$ cat config.mk
export PLATFORM = sky130hd
export DESIGN_NAME = alu_arbiter
export DESIGN_NICKNAME = d
export VERILOG_FILES = /design/src/rtl/alu_arbiter.sv
export SDC_FILE = /design/constraint.sdc
export NUM_CORES = 1
export LEC_CHECK = 0
export ABC_AREA = 0
export CORE_MARGIN = 2
export CORE_UTILIZATION = 32
export DETAILED_ROUTE_END_ITERATION = 8
export SYNTH_ARGS = -nofsm -noshare
export SYNTH_HDL_FRONTEND = slang
export SYNTH_SLANG_ARGS = --single-unit
$ cat constraint.sdc
create_clock -name clk -period 2 [get_ports clk]
set_input_delay 0.4 -clock clk [delete_from_list [all_inputs] [get_ports clk]]
set_output_delay 0.4 -clock clk [all_outputs]
set_load 0.005 [all_outputs]
$ cat src/rtl/alu_arbiter.sv
// Round-robin arbiter granting two requesters access to one shared external 4-bit ALU.
// Each operation runs IDLE -> EXEC -> RESP, one op per three cycles.
module alu_arbiter (
  input  logic       clk,
  input  logic       rst,
  input  logic       req0,
  input  logic       req1,
  input  logic [3:0] a0,
  input  logic [3:0] b0,
  input  logic [3:0] op0,
  input  logic [3:0] a1,
  input  logic [3:0] b1,
  input  logic [3:0] op1,
  input  logic [3:0] alu_y,
  output logic       gnt0,
  output logic       gnt1,
  output logic       done0,
  output logic       done1,
  output logic [3:0] y0,
  output logic [3:0] y1,
  output logic [3:0] alu_a,
  output logic [3:0] alu_b,
  output logic [3:0] alu_op,
  output logic       busy,
  output logic [7:0] op_count
);

  localparam int unsigned DW = 4;
  localparam int unsigned OW = 4;
  localparam int unsigned CW = 8;
  localparam logic [OW-1:0] OP_ZERO = OW'(10);

  typedef enum logic [1:0] {
    S_IDLE = 2'd0,
    S_EXEC = 2'd1,
    S_RESP = 2'd2
  } state_t;

  state_t        r_state, w_state_nxt;
  logic          r_owner, w_owner_nxt;   // 1: requester 1 owns the ALU
  logic          r_last,  w_last_nxt;    // last requester served
  logic          r_gnt0,  w_gnt0_nxt;
  logic          r_gnt1,  w_gnt1_nxt;
  logic          r_done0, w_done0_nxt;
  logic          r_done1, w_done1_nxt;
  logic          r_busy,  w_busy_nxt;
  logic [DW-1:0] r_y0,    w_y0_nxt;
  logic [DW-1:0] r_y1,    w_y1_nxt;
  logic [DW-1:0] r_alu_a, w_alu_a_nxt;
  logic [DW-1:0] r_alu_b, w_alu_b_nxt;
  logic [OW-1:0] r_alu_op, w_alu_op_nxt;
  logic [CW-1:0] r_op_count, w_op_count_nxt;

  // Next-state and next-output logic; the ALU operand registers double as the capture registers.
  always_comb begin
    w_state_nxt    = r_state;
    w_owner_nxt    = r_owner;
    w_last_nxt     = r_last;
    w_done0_nxt    = 1'b0;
    w_done1_nxt    = 1'b0;
    w_y0_nxt       = r_y0;
    w_y1_nxt       = r_y1;
    w_alu_a_nxt    = '0;
    w_alu_b_nxt    = '0;
    w_alu_op_nxt   = OP_ZERO;
    w_op_count_nxt = r_op_count;

    case (r_state)
      S_IDLE: begin
        if (req0 || req1) begin
          w_owner_nxt = (req0 && req1) ? ~r_last : req1;
          w_state_nxt = S_EXEC;
          if (w_owner_nxt) begin
            w_alu_a_nxt  = a1;
            w_alu_b_nxt  = b1;
            w_alu_op_nxt = op1;
          end else begin
            w_alu_a_nxt  = a0;
            w_alu_b_nxt  = b0;
            w_alu_op_nxt = op0;
          end
        end
      end
      S_EXEC: begin
        if (r_owner) begin
          w_y1_nxt    = alu_y;
          w_done1_nxt = 1'b1;
        end else begin
          w_y0_nxt    = alu_y;
          w_done0_nxt = 1'b1;
        end
        w_state_nxt = S_RESP;
      end
      S_RESP: begin
        w_last_nxt     = r_owner;
        w_op_count_nxt = r_op_count + CW'(1);
        w_state_nxt    = S_IDLE;
      end
      default: w_state_nxt = S_IDLE;
    endcase

    w_busy_nxt = (w_state_nxt != S_IDLE);
    w_gnt0_nxt = w_busy_nxt && !w_owner_nxt;
    w_gnt1_nxt = w_busy_nxt &&  w_owner_nxt;
  end

  // State and output registers; reset abandons any operation in flight.
  always_ff @(posedge clk) begin
    if (rst) begin
      r_state    <= S_IDLE;
      r_owner    <= 1'b0;
      r_last     <= 1'b1;
      r_gnt0     <= 1'b0;
      r_gnt1     <= 1'b0;
      r_done0    <= 1'b0;
      r_done1    <= 1'b0;
      r_busy     <= 1'b0;
      r_y0       <= '0;
      r_y1       <= '0;
      r_alu_a    <= '0;
      r_alu_b    <= '0;
      r_alu_op   <= OP_ZERO;
      r_op_count <= '0;
    end else begin
      r_state    <= w_state_nxt;
      r_owner    <= w_owner_nxt;
      r_last     <= w_last_nxt;
      r_gnt0     <= w_gnt0_nxt;
      r_gnt1     <= w_gnt1_nxt;
      r_done0    <= w_done0_nxt;
      r_done1    <= w_done1_nxt;
      r_busy     <= w_busy_nxt;
      r_y0       <= w_y0_nxt;
      r_y1       <= w_y1_nxt;
      r_alu_a    <= w_alu_a_nxt;
      r_alu_b    <= w_alu_b_nxt;
      r_alu_op   <= w_alu_op_nxt;
      r_op_count <= w_op_count_nxt;
    end
  end

  assign gnt0     = r_gnt0;
  assign gnt1     = r_gnt1;
  assign done0    = r_done0;
  assign done1    = r_done1;
  assign busy     = r_busy;
  assign y0       = r_y0;
  assign y1       = r_y1;
  assign alu_a    = r_alu_a;
  assign alu_b    = r_alu_b;
  assign alu_op   = r_alu_op;
  assign op_count = r_op_count;

endmodule

# Word level (Yosys, flattened, before mapping)

Index checks and enable logic that the tools add are counted.

Register bits after elaboration: 37
Input port bits: 32
Output and inout port bits: 33
Logic and storage cells: 43

Add/subtract/negate cells: 1
Equality and inequality tests: 2
Muxes and demuxes: 10
Bitwise operators: 5
Reductions and logical operators: 11

Operators with widths:

| cell                | number |
|---|---|
| $mux 4              | 3 |
| $add 8x1->8 const B | 1 |
| $mux 1              | 5 |
| $not 1->1           | 5 |
| $pmux 2 s2          | 1 |
| $reduce_and 2->1    | 2 |
| $logic_and 1x1->1   | 3 |
| $reduce_or 3->1     | 1 |
| $eq 2x1->1 const B  | 1 |
| $eq 2x2->1 const B  | 1 |
| $logic_not 2->1     | 1 |
| $mux 2              | 1 |
| $reduce_bool 2->1   | 1 |
| $reduce_or 2->1     | 1 |
| $logic_not 1->1     | 1 |
| $logic_or 1x1->1    | 1 |

# Depth between registers and ports, before layout

Gate-level depths: netlist of the first run.

Depth after elaboration: 6
Depth in mapped cells: 4
Gate-level depth less buffers: 4

# Least setup slack after synthesis of the first run

Ideal clock, no wire load.

Path kind: register to register
From: reg r_state[1]
To: reg r_alu_a[2] (netlist: alu_a[2])
Setup time: 66 ps
Arrival time: 1203 ps
Required time: 1934 ps
Path slack: 731 ps
Cell stages (with the launch flop): 5
Buffers on the path: 2
Period minus slack after synthesis: 1269 ps
Cell sequence: dfxtp_1 -> buf_4 -> or4_4 -> buf_6 -> a21oi_2

Cells in the longest elaborated chain, start to end: 3

RTL lines:

| element                          | line | RTL |
|---|---|---|
| start, declared                  | 39   | `state_t r_state, w_state_nxt;` |
| start signal, assigned           | 125  | `r_state <= w_state_nxt;` |
| $logic_not 2->1                  | 68   | `case (r_state)` |
| $not 1->1 (no source line)       | n/a  |  |
| $reduce_or 3->1 (no source line) | n/a  |  |
| end signal, assigned             | 135  | `r_alu_a <= w_alu_a_nxt;` |
| end, declared                    | 49   | `logic [DW-1:0] r_alu_a, w_alu_a_nxt;` |

No other way between the ends.
A chain may end at the register's enable or synchronous reset.

# Worst setup path in the final report of the first run

From: reg r_op_count[3] (netlist: op_count[3])
To: out op_count[3]

RTL lines:

| element                | line | RTL |
|---|---|---|
| start, declared        | 52   | `logic [CW-1:0] r_op_count, w_op_count_nxt;` |
| start signal, assigned | 138  | `r_op_count <= w_op_count_nxt;` |
| end, declared          | 25   | `output logic [7:0] op_count` |

No word-level cell between the ends.

==> results, run 1 <==
- The warning count from the yosys run is 0.
- The H-tree was split into 2 levels.
- Measured in cells, the most critical reg-to-reg path has a length of 3.
- In the finished design, the share of the clock period the worst path needs comes to 0.835.
- No sink is reached through more buffers than the 2 on the longest clock path.
- After global routing the overflow that remains totals 0.
- The average detailed-routed wire length per instance is 11.7 µm.
- The number of buffers added for setup after CTS is 0.
- Data on the critical path is required at its endpoint by 1.60 ns.
- The cell area after technology mapping is 1420 µm².
- The total cell area at the placement stage is 2100 µm².
- The kind of cell with the highest combined delay along the critical path is buffers and inverters.
- In this run the horizontal extent of the chip is 70.7 µm.
- The number of different library cells used by synthesis comes to 34.
- Based on the critical path, the design can be clocked at up to 599 MHz.
- Relative to the synthesized area, the layout overhead comes to 53.6%.
- The via-per-instance ratio is 4.63.
- The die height is 70.7 µm.
- The worst clock skew is 0.00530 ns.
- Dividing total power by cell area gives a power density of 701 nW/µm².
- At the placement stage, the worst setup path has a slack of 0.169 ns.
- Once routing completed, OpenROAD measured the worst setup slack at 0.331 ns.
- The capture instance of the worst register-to-register path is op_count[7].
- After synthesis, the largest family of logic cells by area is simple AND/OR/NAND/NOR gates.
- The worst slew margin relative to its limit is 0.669.
- The share of synthesized area in the top cell type comes to 0.521.
- The number of I/O pins is 65.
- The critical-path cell with the highest stage delay is clkdlybuf4s50_1.
- The clock buffer count from CTS is 5.
- The delay of the slowest cell on the worst path is 0.54 ns.
- The first-pass GRT wire length is 5400 µm.
- The detailed router placed 1,241 vias in this run.
- The final total negative setup slack is 0 ns.
- The fraction of final layout cells with drive strength greater than 1 is 0.102.
- The final-report hold violation count is 0.
- The initial antenna violation count is 0.
- The initial utilization of the core area, before any placement, comes to 0.329.
- The post-synthesis cell type with the largest combined area is dfxtp_1.
- At the end of routability-driven placement, the weighted congestion stood at 0.728.
- The wire length reported by the detailed router is 3150 µm.
- The minimum setup slack among reg-to-reg paths is 0.42 ns.
- After clock tree synthesis, the flow added hold-fix buffers numbering 0.
- Setup repair after global routing left no endpoint under its margin.
- The share of the Yosys chip area taken by registers is 0.521.
- The net count of the finished layout is 249.
- The share of synthesized cell area in full adder, half adder and majority cells is 0.00880.
- The library cells used most frequently in the layout, excluding fill and tap cells, are clkdlybuf4s50_1 (64), dfxtp_1 (37), nand2_1 (29).
- The cell area after layout is 2180 µm².
- Across the VDD grid, the largest voltage drop is 0.346 mV.
- The via count of the first global-routing pass is 1,200.
- The utilization after layout is 0.505.
- The maximum number of pins on one net before global-route repair is 24.
- The later pin in the worst-skew pair is clocked with a latency of 0.28 ns.
- The leading register cell type out of synthesis is dfxtp_1.
- 0 antenna diodes ended up in the layout.
- The quantity of gates resized following cts is 0.
- The number of synthesized flops with an enable pin is 0.
- The area of the die is 4990 µm².
- The worst setup path endpoint is op_count[3].
- Of all flip-flops after synthesis, the portion carrying an async set or reset was 0.
- The register bit count reported by yosys is 37.
- The minimum clock period after layout is 1.67 ns.
- The critical path capture point type is an output port.
- Each instance of the synthesized netlist takes up on average 9.48 µm².
- The core footprint is 4320 µm².
- The multiplexer share of the synthesized area is 0.0642.
- The HPWL after detailed placement is 2450 µm.
- The floorplan has 24 rows.
- Setup violations remaining at the end of the flow were counted as 0.
- The flow ran to the end, and the final reports show no timing, DRC or antenna violations.
- For this run, the total global-route usage over all layers was measured as 0.136.
- The transition time of the tightest slew-check pin is 0.494 ns.
- The parity-gate share of the synthesized area counting xor and xnor cells is 0.0123.
- The number of standard cells in the layout, taps in and fillers out is 268.
- Counting every net in the synthesized netlist gives 183.
- Along the worst path, the maximum fanout reaches 7.
- Of the total synthesized cell area, the portion taken by AND, OR, NAND and NOR gates is 0.243.
- The detailed-route DRC error count is 0.
- The path category of the worst min-delay check is reg2reg.
- The commonest non-fill, non-tap cell in the layout is clkdlybuf4s50_1.
- The kind of start point of the critical path is a flop.
- Input and output buffers added on the ports amount to 64.
- Counting both buffers and inverters, the worst setup path holds a total of 1.
- For this design the static power due to leakage is 0.832 nW.
- The first TritonRoute pass finished after 4 iterations.
- Tracing the worst setup path back leads to its startpoint at op_count[3].
- The class of the most critical setup path is reg2out.
- The completed layout was analyzed and its total power is 1.53 mW.
- Final hold analysis gives a worst-case slack of 0.500 ns.
- Across the run, the number of max-cap violations was 0.
- The max-slew violation count was 0.
- The clock net in this run drives a total of 37 sinks.
- The remaining antenna violation count is 0.
- In this run, the number of DRC markers left after iteration 0 of detailed routing was 51.
- The arrival time of the worst setup path is 1.27 ns.
- The worst register-to-register path begins at r_state[1].
- In this run, placement finished with an instance count of 261.
- After clock tree synthesis, the clock-pin slew on the worst setup and hold paths is 0.07 ns.
- The tree is rooted in a clkbuf_8.
- The TritonCTS clock tree is built.
- The layout has 412 filler cells.
- Traced cell by cell, the critical path runs through clkdlybuf4s50_1.
- In the post-synthesis netlist, the biggest area contributors are dfxtp_1 (52%), nand2_1 (7.7%), a21oi_2 (6.2%).
- The post-synthesis instance total is 150.
- The number of cells on the critical path is 1.
- The synthesized-area fraction occupied by ao, oa, aoi and oai cells is 0.114.
==> per-layer routing <==
layer / wire length, µm / part of all wire / vias to the layer above / track usage
li1: - / - / 636 / -
met1: 1320 / 0.42 / 538 / 0.159
met2: 1380 / 0.44 / 61 / 0.213
met3: 405 / 0.13 / 6 / 0.0826
met4: 40 / 0.013 / 0 / 0.0377
met5: 0 / 0 / - / 0
==> worst min path at each step <==
stage | startpoint | endpoint | slack [ns] | cells past startpoint
final | op_count[1] | op_count[1] | 0.50 | 2
after floorplan | r_last | r_last | 0.46 | 2
after global placement | op_count[7] | op_count[7] | 0.46 | 2
after detailed placement | op_count[7] | op_count[7] | 0.49 | 2
after CTS | op_count[7] | op_count[7] | 0.50 | 2
after global routing | op_count[1] | op_count[1] | 0.52 | 2
==> synthesized netlist by cell type (3+ instances only) <==
library cell	number
nand2_1	29
clkbuf_1	4
a21oi_2	10
nand3_1	4
mux2i_1	8
nor2b_1	3
nor2_1	15
nand3b_1	3
dfxtp_1	37
a21oi_1	5
==> flip-flops by register name, indices dropped and copies added (netlist names) <==
name,cells
op_count,8
alu_a,4
alu_b,4
alu_op,4
y0,4
y1,4
r_state,2
busy,1
done0,1
done1,1
gnt0,1
gnt1,1
r_last,1
r_owner,1
==> logic make-up after synthesis <==
family                   after synthesis
AND/OR/NAND/NOR                       70
flip-flops                            37
AO/OA/AOI/OAI                         22
buffers and inverters                  9
multiplexers                           9
XOR/XNOR                               2
adder cells (fa/ha/maj)                1
==> worst min-delay path, cell delays in order, from the launching register on <==
cell and delay, ns:
dfxtp_1 0.33, nand2_1 0.07, a21oi_1 0.06
==> layout make-up <==
type	count	area, µm²	area share
Multi-Input combinational cell	104	629	0.288
Inverter	2	7.51	0.00344
Sequential cell	37	741	0.339
Clock buffer	7	86.3	0.0395
Tap cell	52	65.1	0.0298
Timing Repair Buffer	66	656	0.300
==> power breakdown <==
part           switching, mW  internal [mW]  total (mW)
Combinational         0.0886          0.147       0.236
Sequential            0.0217          0.774       0.796
Clock                  0.227          0.273       0.500
Note: power is estimated with default switching activity, not from simulation.
==> run 2, diff against run 1 <==
- clock period: 2 -> 1.7 ns (I/O delays scaled with it)
==> results, run 2 (synthesis results as in run 1) <==
- The share of the clock period used by the worst path is 0.950.
- The critical-path cell with the highest stage delay is clkdlybuf4s50_1.
- In this run the critical register-to-register path is launched from r_state[0].
- The total setup violations reported at the end of the flow is 0.
- The initial antenna violation count came to 0.
- The TritonCTS clock tree is built.
- Dividing the detail-routed via count by the number of cells gives 4.62.
- The worst-case IR drop observed on VDD is 0.359 mV.
- The floorplan step set the die height to 70.7 µm.
- The class of the most critical setup path is reg2out.
- The leakage power is 0.850 nW.
- The length of the first detailed-routing pass in iterations is 4.
- The path category of the worst min-delay check is reg2reg.
- Detailed placement finished with a half-perimeter wire length of 2480 µm.
- The kind of cell with the highest combined delay on the critical path is buffers and inverters.
- The area of the die is 4990 µm².
- The congestion estimate from routability-driven global placement came to 0.743.
- The delay of the slowest cell on the worst path is 0.55 ns.
- Once detail routing completed, the nets flagged for antenna violations numbered 0.
- The run finished with clean final reports.
- The worst clock skew is 0.00399 ns.
- The core footprint is 4320 µm².
- The initial cell density of the core is 0.329.
- The max-slew violation count is 0.
- The worst hold path terminates at op_count[7].
- The final layout net count is 251.
- At the pin with the least slew margin, the transition time is 0.539 ns.
- The worst slew margin relative to its limit is 0.639.
- The die span in x is 70.7 µm.
- The DRC marker count from the first detailed-route iteration is 25.
- The post-route total power is 1.94 mW.
- Of the cells placed in the final design, the portion with a size suffix greater than 1 is 0.115.
- In this run the power density over the cells is 873 nW/µm².
- In this run the tool buffered the top-level ports with 64 buffer cells.
- The number of fill cells is 381.
- The first-pass GRT wire length is 5420 µm.
- Across the run, the number of max-cap violations was 0.
- The floorplan has 24 rows.
- The final total negative setup slack is 0 ns.
- The number of I/O pins is 65.
- Setup repair after global routing left no endpoint under its margin.
- The startpoint identified for the worst hold timing path is op_count[7].
- The hold buffer count at CTS is 0.
- The global-route total usage across every layer is 0.138.
- The clock buffer count from CTS is 5.
- The average detailed-routed wire length per instance is 12.1 µm.
- The arrival time of the worst setup path is 1.28 ns.
- The maximum count of clock buffers along a single path is 2.
- The minimum setup slack among reg-to-reg paths is 0.21 ns.
- The detailed-route DRC error count is 0.
- The number of buffers added for setup after CTS is 0.
- Clock-pin slew was measured on the worst setup and hold paths at 0.07 ns.
- The via count of the first global-routing pass is 1,161.
- The number of antenna cells inserted is 0.
- Counting cells, the worst reg-to-reg path comes to 3.
- The maximum clock rate is 619 MHz.
- The maximum number of pins on one net before global-route repair is 24.
- The capture instance of the worst register-to-register path is y0[1].
- Leaving out fill and tap cells, the most frequent cell in the layout is clkdlybuf4s50_1.
- STA classifies the critical path endpoint as an output port.
- The largest fanout of any net on the critical path is 7.
- STA classifies the critical path startpoint as a flop.
- The flip-flop count of the largest register after layout is 8.
- The wire length reported by the detailed router is 3280 µm.
- Leaving out fill and tap cells, the most frequent cells in the layout are clkdlybuf4s50_1 (64), dfxtp_1 (37), nand2_1 (29).
- From synthesis to final layout, the design area changed by 55.8%.
- For the worst setup path, the data required time is 1.36 ns.
- Clock latency on the worst-skew pair, taken at its later pin, is 0.28 ns.
- The number of stages on the worst hold path is 2.
- Across all layers, the routed design uses 1,248 vias.
- The cell at the root of the clock tree is clkbuf_8.
- Traced cell by cell, the critical path runs through clkdlybuf4s50_1.
- The final-report hold violation count is 0.
- For this design, the sink count on the clock tree is 37.
- The overall overflow remaining after global route is 0.
- CTS built an H-tree with a depth of 2.
- The utilization after layout is 0.513.
- The quantity of gates resized following cts is 0.
- Subtracting the final worst setup slack from the clock period gives 1.62 ns.
- Counting both buffers and inverters, the worst setup path holds a total of 1.
## run 2: cell count changes in the layout (fill, tap and decap cells not counted), sizes merged
| cell | delta |
|---|---|
| clkbuf | -2 |
| bufinv | +1 |
| buf | +2 |
| clkinv | +1 |
## run 2: how the worst max path moves through the flow
stage | cells past startpoint | slack (ns) | startpoint | endpoint
after floorplan | 4 | 0.43 | r_state[1] | alu_a[2]
after global placement | 5 | -0.006 | req1 | alu_op[1]
after detailed placement | 5 | -0.06 | req1 | alu_op[3]
after CTS | 1 | 0.07 | op_count[3] | op_count[3]
after global routing | 1 | 0.03 | op_count[3] | op_count[3]
final | 1 | 0.08 | op_count[3] | op_count[3]
## run 2: layer usage
metal  vias to the layer above  part of all wire  track usage
li1                        641                 -            -
met1                       548              0.42        0.158
met2                        54              0.45        0.221
met3                         5              0.12       0.0769
met4                         0             0.015       0.0440
met5                         -                 0            0
## run 2: cell type report
| type | instances | area [µm²] | area share |
|---|---|---|---|
| clock buffer | 5 | 68.8 | 0.0310 |
| clock inverter | 2 | 35.0 | 0.0158 |
| inverter | 2 | 7.51 | 0.00339 |
| multi-input combinational | 104 | 629 | 0.284 |
| sequential | 37 | 741 | 0.334 |
| tap | 52 | 65.1 | 0.0293 |
| timing repair buffer | 68 | 671 | 0.302 |
## run 2: through the flow
step           area [µm²]  worst slack [ns]  cells  hold slack [ns]
2_1_floorplan        1420             0.431    150            0.432
3_3_place_gp         2110          -0.00614    263            0.464
3_5_place_dp         2110           -0.0578    263            0.473
4_1_cts              2220            0.0743    270            0.483
5_1_grt              2220            0.0334    270            0.528
6_report             2220            0.0844    270            0.482
## run 2: power by group
| group | internal, mW | switching (mW) | leakage, nW |
|---|---|---|---|
| combinational | 0.176 | 0.107 | 0.494 |
| clock | 0.426 | 0.291 | 0.0540 |
| sequential | 0.910 | 0.0257 | 0.302 |
| total | 1.51 | 0.424 | 0.850 |
